### config.mk
export PLATFORM = sky130hd
export DESIGN_NAME = spi_master_flat
export DESIGN_NICKNAME = d
export VERILOG_FILES = /design/src/rtl/spi_master_if.sv /design/src/rtl/spi_master.sv /design/src/flat_wrapper.sv
export SDC_FILE = /design/constraint.sdc
export NUM_CORES = 1
export LEC_CHECK = 0
export ABC_CLOCK_PERIOD_IN_PS = 4300
export BUFFER_PORTS_ARGS = -buffer_cell sky130_fd_sc_hd__buf_2
export CAP_MARGIN = 20
export CORE_MARGIN = 2
export CORE_UTILIZATION = 60
export CTS_CLUSTER_DIAMETER = 200
export DETAILED_ROUTE_END_ITERATION = 8
export PLACE_DENSITY = 0.83
export SLEW_MARGIN = 0
export SYNTH_ARGS = -nofsm -noshare
export SYNTH_HDL_FRONTEND = slang
export SYNTH_SLANG_ARGS = --single-unit
### constraint.sdc
create_clock -name clk -period 4.3 [get_ports clk]
set_input_delay 0.86 -clock clk [delete_from_list [all_inputs] [get_ports clk]]
set_output_delay 0.86 -clock clk [all_outputs]
set_load 0.01 [all_outputs]
### src/rtl/spi_master_if.sv
// spi_master_if: command handshake and serial lines of spi_master; err exists only with SPI_MASTER_SEQ_CHK_EN
interface spi_master_if;
   logic       start;
   logic [9:0] tx_word;
   logic       MISO;
   logic       SS_n;
   logic       MOSI;
   logic       busy;
   logic       done;
   logic [7:0] rd_data;
   logic       rd_valid;
`ifdef SPI_MASTER_SEQ_CHK_EN
   logic       err;
   modport master (input start, tx_word, MISO, output SS_n, MOSI, busy, done, rd_data, rd_valid, err);
   modport slave (output start, tx_word, MISO, input SS_n, MOSI, busy, done, rd_data, rd_valid, err);
`else
   modport master (input start, tx_word, MISO, output SS_n, MOSI, busy, done, rd_data, rd_valid);
   modport slave (output start, tx_word, MISO, input SS_n, MOSI, busy, done, rd_data, rd_valid);
`endif
endinterface

### src/rtl/spi_master.sv
// spi_master: 10-bit command/payload SPI master with read-data capture; SPI_MASTER_SEQ_CHK_EN adds read-sequence checking and err
module spi_master #(
   parameter int RD_GAP = 3
) (
   input logic clk,
   input logic rst_n,
   spi_master_if.master bus
);
   typedef enum logic [2:0] {IDLE, SELECT, CMD, SHIFT, TAIL, WAIT, RECV, DONE} state_t;
   state_t state, state_nx;
   logic [9:0] word, word_nx;
   logic [3:0] cnt, cnt_nx;
   logic [6:0] sh;
   logic accept;
   logic rd_cmd;
`ifdef SPI_MASTER_SEQ_CHK_EN
   logic armed;
   logic err_nx;
`endif
   assign rd_cmd = word[9:8] == 2'b11;
   assign word_nx = accept ? bus.tx_word : word;
   assign bus.busy = state != IDLE;
   // next state, phase counter and start acceptance
   always_comb begin
      state_nx = state;
      cnt_nx = cnt;
      accept = 1'b0;
`ifdef SPI_MASTER_SEQ_CHK_EN
      err_nx = 1'b0;
`endif
      case (state)
         IDLE: begin
`ifdef SPI_MASTER_SEQ_CHK_EN
            err_nx = bus.start && bus.tx_word[9:8] == 2'b11 && !armed;
            accept = bus.start && !err_nx;
`else
            accept = bus.start;
`endif
            state_nx = accept ? SELECT : IDLE;
         end
         SELECT: state_nx = CMD;
         CMD: begin
            state_nx = SHIFT;
            cnt_nx = 4'd0;
         end
         SHIFT: begin
            cnt_nx = cnt + 4'd1;
            state_nx = cnt == 4'd9 ? TAIL : SHIFT;
         end
         TAIL: begin
            cnt_nx = 4'd0;
            state_nx = rd_cmd ? WAIT : DONE;
         end
         WAIT: begin
            cnt_nx = cnt == 4'(RD_GAP - 1) ? 4'd0 : cnt + 4'd1;
            state_nx = cnt == 4'(RD_GAP - 1) ? RECV : WAIT;
         end
         RECV: begin
            cnt_nx = cnt + 4'd1;
            state_nx = cnt == 4'd7 ? DONE : RECV;
         end
         DONE: state_nx = IDLE;
      endcase
   end
   // state, receive shifter and outputs registered from the next state
   always_ff @(posedge clk) begin
      if (!rst_n) begin
         state <= IDLE;
         word <= '0;
         cnt <= '0;
         sh <= '0;
         bus.SS_n <= 1'b1;
         bus.MOSI <= 1'b0;
         bus.done <= 1'b0;
         bus.rd_valid <= 1'b0;
         bus.rd_data <= '0;
      end else begin
         state <= state_nx;
         word <= word_nx;
         cnt <= cnt_nx;
         bus.SS_n <= state_nx == IDLE || state_nx == DONE;
         bus.MOSI <= state_nx == CMD ? word_nx[9] : state_nx == SHIFT && word_nx[4'd9 - cnt_nx];
         bus.done <= state_nx == DONE;
         bus.rd_valid <= state_nx == DONE && rd_cmd;
         if (state == RECV) sh <= {sh[5:0], bus.MISO};
         if (state == RECV && cnt == 4'd7) bus.rd_data <= {sh, bus.MISO};
      end
   end
`ifdef SPI_MASTER_SEQ_CHK_EN
   // remembers an accepted read-address until its read-data frame completes
   always_ff @(posedge clk) begin
      if (!rst_n) begin
         armed <= 1'b0;
         bus.err <= 1'b0;
      end else begin
         bus.err <= err_nx;
         armed <= (accept && bus.tx_word[9:8] == 2'b10) || (armed && !(state == DONE && rd_cmd));
      end
   end
`endif
endmodule
### src/flat_wrapper.sv
// flat-port wrapper written by rule: the top's interface ports become plain ports
module spi_master_flat 
#(
   parameter int RD_GAP = 3
)
  (clk, rst_n, bus_start, bus_tx_word, bus_MISO, bus_SS_n, bus_MOSI, bus_busy, bus_done, bus_rd_data, bus_rd_valid);
  spi_master_if bus_i ();
  input logic clk;
  input logic rst_n;
  input wire logic [$bits(bus_i.start)-1:0] bus_start;
  input wire logic [$bits(bus_i.tx_word)-1:0] bus_tx_word;
  input wire logic [$bits(bus_i.MISO)-1:0] bus_MISO;
  output wire logic [$bits(bus_i.SS_n)-1:0] bus_SS_n;
  output wire logic [$bits(bus_i.MOSI)-1:0] bus_MOSI;
  output wire logic [$bits(bus_i.busy)-1:0] bus_busy;
  output wire logic [$bits(bus_i.done)-1:0] bus_done;
  output wire logic [$bits(bus_i.rd_data)-1:0] bus_rd_data;
  output wire logic [$bits(bus_i.rd_valid)-1:0] bus_rd_valid;
  assign bus_i.start = bus_start;
  assign bus_i.tx_word = bus_tx_word;
  assign bus_i.MISO = bus_MISO;
  assign bus_SS_n = bus_i.SS_n;
  assign bus_MOSI = bus_i.MOSI;
  assign bus_busy = bus_i.busy;
  assign bus_done = bus_i.done;
  assign bus_rd_data = bus_i.rd_data;
  assign bus_rd_valid = bus_i.rd_valid;
  spi_master #(.RD_GAP(RD_GAP)) u_core (.clk(clk), .rst_n(rst_n), .bus(bus_i));
endmodule
==> flow_summary.yaml, run 1 <==
setup_path:
  r2r_setup_slack_ns: 1.28
  path_class: "flip-flop to flip-flop"
  start_kind: "flip-flop"
  worstPathCellList: "nor2_1 > or2_1 > o21ai_1 > nand2_1 > ha_1 > a21oi_1 > o211ai_1 > a211o_1 > a221oi_1"
  slowest_delay_ns: 0.87
  crit_path_end_kind: "flip-flop"
  path_max_fanout: 24
  crit_required_ns: 4.55
  cp_data_arrival_time_ns: 3.27
  cp_slowest_cell: "dfxtp_1"
  r2r_cells: 9
drt:
  final_antenna_net_count: 0
  post-route-drc-count: 0
  drtPass1Iterations: 4
  drt_wl_total_mm: 3.30
  routedWlPerCell_um: 12.6
  drt_iter0_drc: 69
  vias: 1472
  routed_via_density: 5.60
die:
  core-area_um2: 2810
  fp.dieW_um: 58.7
  start_util_pct: 64.0
  row_count: 19
  die_area_um2: 3450
  ios: 27
  die_h_um: 58.7
yosys:
  synth_cell_types: 46
  synth_compound_area_share_pct: 14.4
  syn-num-nets: 228
  synth_fa_ha_area_share_pct: 3.34
  synth_simple_gate_area_share_pct: 24.2
  syn_inst: 210
  syn_area_per_cell_um2: 8.56
  yosysWarnings: 0
  synth_flop_cell: "dfxtp_1"
  synth-edff-count: 0
  synth_top_family_by_area: "simple AND/OR/NAND/NOR gates"
  synth-xor-area-share_pct: 1.95
  synth_seq_cells: 36
  synth.yosys.seq_area_share_pct: 40.1
  async_reset_ff_share_pct: 0
  syn-cell-area_um2: 1800
  muxShareOfSynthArea_pct: 10.7
layout:
  nFillCells: 246
  drive_gt1_share_pct: 19.0
  multi_input_area_um2: 980
  layout.cells.non_filler: 263
  syn_to_final_growth_pct: 9.33
  layout.nets: 250
  n_antenna_cell: 0
  seqCellArea_um2: 721
global_route:
  antenna_found_initial: 0
  grt_pass1_vias: 1255
  track_usage_pct: 21.8
  grt_overflow: 0
  grt_pass1_wl_mm: 5.74
  grt_max_degree: 29
placed_design:
  dpl_worst_slack_ns: 1.30
  portBuffers: 26
  dp_hpwl_mm: 2.33
  dp.cells: 256
  routabilityCongestion: 0.859
pwr:
  power_frac_seq_pct: 52.1
  fin_total_pwr_mw: 0.720
  p_comb_share_pct: 20.2
  switchingPower_mw: 0.213
  clockPowerShare_pct: 27.7
  vdd_ir_drop_max_mv: 0.234
  p_int_mw: 0.507
  leakage_nw: 0.804
  p_per_area_nw_per_um2: 366
  p_sw_share_pct: 29.6
sta:
  rsz0062_at_grt: "false"
  relSlewSlack_pct: 45.1
  fin_crit_sh_pct: 70.1
  max_freq_mhz: 332
  setup_viol: 0
  worstMarginPinSlew_ns: 0.822
  setup-tns-final_ns: 0
  period_needed_ns: 3.02
  clock-skew-final_ns: 0.000897
  setup_ws_ns: 1.28
  hold_viol_final: 0
  slew_violations: 0
hold_path:
  worstHoldPathCells: 2
  hold_class: "flip-flop to flip-flop"
clock_tree:
  cts.path.max_buffers: 2
  hold_buffers: 0
  cts_made_buffers: 5
  cts_post_setup_buffers_inserted: 0
  clk_latency_ns: 0.34
  clkTransAtPathRegs_ns: 0.10
  cts_tree: "built"
  ctsResizeCount: 0
  cts-root-buf: "clkbuf_4"
  h-tree-depth: 2
  clkSinkCount: 36
run:
  drv_cap: 0
run_status:
  status: "finished clean"
-- layout by cell type, fill, tap and decap left out, types with 5 or more instances in the layout --
cell / instances
nand2_1: 19
nand3_1: 10
clkbuf_4: 5
o21ai_0: 5
buf_2: 26
mux2i_1: 18
dfxtp_1: 36
nor2_1: 31
nor3_1: 5
a21oi_1: 17
-- power by group through the flow --
stage / registers (mW) / clock network, mW / logic [mW]
2_1_floorplan: 0.368 / 0 / 0.130
3_3_place_gp: 0.382 / 0 / 0.144
3_5_place_dp: 0.383 / 0 / 0.145
4_1_cts: 0.375 / 0.204 / 0.146
5_1_grt: 0.380 / 0.219 / 0.165
6_report: 0.375 / 0.199 / 0.145
-- area by class of cell --
type / instances / share of cell area [%]
multi-input combinational: 156 / 49.9
tap: 31 / 1.97
timing repair buffer: 27 / 7.01
sequential: 36 / 36.7
clock buffer: 7 / 3.31
inverter: 6 / 1.15
-- synth_stat cells (2+ instances only) --
cell type	instances	area, um^2
and3_1	2	12.5
nor3_1	5	25.0
or3b_1	2	17.5
nor2b_1	3	18.8
nand2_1	19	71.3
clkbuf_1	4	15.0
buf_2	2	10.0
and2_1	4	25.0
o21ai_1	2	10.0
o21ai_0	5	25.0
nand2b_1	4	25.0
xor2_1	3	26.3
inv_1	4	15.0
a21oi_1	17	85.1
dfxtp_1	36	721
o211ai_1	3	22.5
buf_6	2	22.5
a221oi_1	2	17.5
o22ai_1	2	12.5
buf_4	3	22.5
ha_1	4	50.1
nand3_1	10	50.1
mux2i_1	18	180
inv_2	2	7.51
nor2_1	31	116
-- layer usage --
layer | vias up | wire length (um) | GRT usage [%]
met2 | 41 | 1370 | 30.2
met3 | 10 | 215 | 5.27
met4 | 0 | 66 | 9.09
li1 | 769 | - | -
met1 | 652 | 1650 | 32.1
met5 | - | 0 | 0
-- cells by family (layout without fill, tap and decap cells) --
group                    after synthesis  in the layout
AND/OR/NAND/NOR                       88             88
buffers and inverters                 18             40
adder cells (fa/ha/maj)                5              5
XOR/XNOR                               4              4
flip-flops                            36             36
multiplexers                          19             19
AO/OA/AOI/OAI                         40             40
-- path summary, 6_finish.rpt --
kind,start,endpoint
setup / recovery,u_core.state[1],u_core.bus.MOSI
hold / removal,u_core.sh[6],u_core.sh[6]
hold reg to reg,u_core.sh[6],u_core.sh[6]
setup reg to reg,u_core.state[1],u_core.bus.MOSI
-- state kept, by name, summed over array words and instances (netlist names) --
register,flops
u_core.word,10
u_core.state,3
u_core.cnt,4
u_core.bus.rd_data,8
u_core.bus.rd_valid,1
u_core.bus.MOSI,1
u_core.bus.done,1
u_core.bus.SS_n,1
u_core.sh,7
-- per-stage QoR --
stage               instance area, um^2  util [%]  hold slack (ns)
floorplan                          1800         -            0.436
global placement                   1900      67.7            0.449
detailed placement                 1900      67.7            0.456
CTS                                1960      70.0            0.472
global route                       1960      70.0            0.500
finish                             1960      70.0            0.478
-- worst max-delay path: cells and delay by family, from the launching register on --
family / cells / cell delay (ns)
and+or+nand+nor: 3 / 0.65
adders and majority gates: 1 / 0.35
AOI/OAI and AO/OA: 5 / 1.06
DFF: 1 / 0.87
Power figures use the tool's default switching activity.
==> inputs of run 2 (changes only) <==
- ABC_CLOCK_PERIOD_IN_PS: 4300 -> 2910
- CORE_UTILIZATION: 60 -> 56
- PLACE_DENSITY: 0.83 -> 0.79
- clock period: 4.3 -> 2.91 ns (I/O delays scaled with it)
==> flow_summary.yaml, run 2 (synthesis gave the netlist of run 1 again) <==
run_status:
  status: "finished clean"
setup_path:
  start_kind: "flip-flop"
  r2r_setup_slack_ns: 0.26
  r2r_cells: 9
  path_max_fanout: 8
  critPathLaunch: "u_core.state[1]"
  cp_data_arrival_time_ns: 2.90
  r2r-start: "u_core.state[1]"
  crit_required_ns: 3.17
  path_class: "flip-flop to flip-flop"
  crit_path_end_kind: "flip-flop"
  endpoint: "u_core.bus.MOSI"
  reg2reg_to: "u_core.bus.MOSI"
layout:
  largest_register: "u_core.word"
  syn_to_final_growth_pct: 13.9
  n_antenna_cell: 0
  final_common_cell: "dfxtp_1"
  nFillCells: 288
  largest_register_ffs: 10
  seqCellArea_um2: 722
  largestRegisters: "u_core.word (10), u_core.bus.rd_data (8), u_core.sh (7)"
  final_cell_area_um2: 2050
  layout.nets: 256
  multi_input_area_um2: 983
  drive_gt1_share_pct: 22.2
  layout_common_cells: "dfxtp_1 (35), nor2_1 (31), buf_2 (26)"
placed_design:
  dpl_worst_slack_ns: 0.171
  portBuffers: 26
  post_dp_cell_area_um2: 1960
  dp_hpwl_mm: 2.54
  routabilityCongestion: 0.922
global_route:
  antenna_found_initial: 0
  track_usage_pct: 22.9
  grt_pass1_wl_mm: 6.18
  grt_pass1_vias: 1357
  grt_max_degree: 29
  grt_overflow: 0
clock_tree:
  cts-root-buf: "clkbuf_4"
  cts.path.max_buffers: 2
  h-tree-depth: 2
  clk_latency_ns: 0.35
  cts_made_buffers: 5
  cts_tree: "built"
  clkSinkCount: 36
  cts_post_setup_buffers_inserted: 0
  clkTransAtPathRegs_ns: 0.11
die:
  row_count: 20
  core-area_um2: 3050
  ios: 27
  die_h_um: 60.6
  start_util_pct: 58.9
  die_area_um2: 3680
  fp.dieW_um: 60.6
drt:
  maxUsedRoutingLayer: "met4"
  drtPass1Iterations: 4
  post-route-drc-count: 0
  drt_iter0_drc: 101
  vias: 1543
  final_antenna_net_count: 0
  wl_met1_mm: 1.71
  dr_wl_met3_um: 190
  routedWlPerCell_um: 12.8
  wl_met2_mm: 1.63
  drt_wl_total_mm: 3.62
  routed_via_density: 5.45
sta:
  setup_viol: 0
  fin_crit_sh_pct: 90.9
  relSlewSlack_pct: 64.6
  slew_violations: 0
  holdWs_ns: 0.479
  max_freq_mhz: 378
  clock-skew-final_ns: 0.00860
  setup-tns-final_ns: 0
  period_needed_ns: 2.65
  setup_ws_ns: 0.264
  rsz0062_at_grt: "false"
  worstMarginPinSlew_ns: 0.531
  hold_viol_final: 0
run:
  drv_cap: 0
hold_path:
  hold_class: "flip-flop to flip-flop"
  hold_start: "u_core.sh[2]"
pwr:
  vdd_ir_drop_max_mv: 0.489
  leakage_nw: 0.840
  p_per_area_nw_per_um2: 556
run 2: power by group:
group          total [mW]  switching, mW  internal (mW)
Combinational       0.250          0.148          0.102
Clock               0.353          0.174          0.179
Sequential          0.534         0.0163          0.518
Total                1.14          0.338          0.799
run 2: layout make-up:
type / instances / area share [%]
well taps: 44 / 2.69
clock inverters: 3 / 2.08
repair buffers: 33 / 8.93
multi-input cells: 156 / 48.1
inverters: 6 / 1.10
clock buffers: 5 / 1.83
flip-flops and latches: 36 / 35.3
run 2: worst min-delay path by stage:
stage	slack (ns)	cells past startpoint	to
detailed placement	0.47	2	u_core.sh[6]
global placement	0.45	2	u_core.sh[6]
global route	0.48	3	u_core.sh[0]
finish	0.48	2	u_core.sh[2]
CTS	0.47	3	u_core.sh[0]
floorplan	0.44	2	u_core.sh[6]
run 2: per-stage QoR:
step                      std cells  power (mW)  util, %
after global placement          275       0.787     64.2
after detailed placement        275       0.790     64.2
final                           283        1.14     67.0
after global routing            283        1.20     67.0
after floorplan                 210       0.736        -
after CTS                       283        1.14     66.8
run 2: what timing repair did:
| item | 4_1_cts | 5_1_grt |
|---|---|---|
| endpoints found under the setup margin | 0 | 1 |
| hold buffers | 0 | 0 |
| resized for setup | 0 | 2 |
run 2: layer usage:
layer	vias up	track usage, %
li1	784	-
met4	0	10.9
met5	-	0
met1	706	32.6
met3	10	5.97
met2	43	32.3
run 2: worst max-delay path, cell delays in order (launching register included):
cell,delay (ns)
dfxtp_1,0.51
nor2_1,0.15
or2_1,0.26
o21ai_1,0.33
nand2_1,0.16
ha_1,0.35
a21oi_1,0.15
o211ai_1,0.11
a211o_1,0.31
a221oi_1,0.23
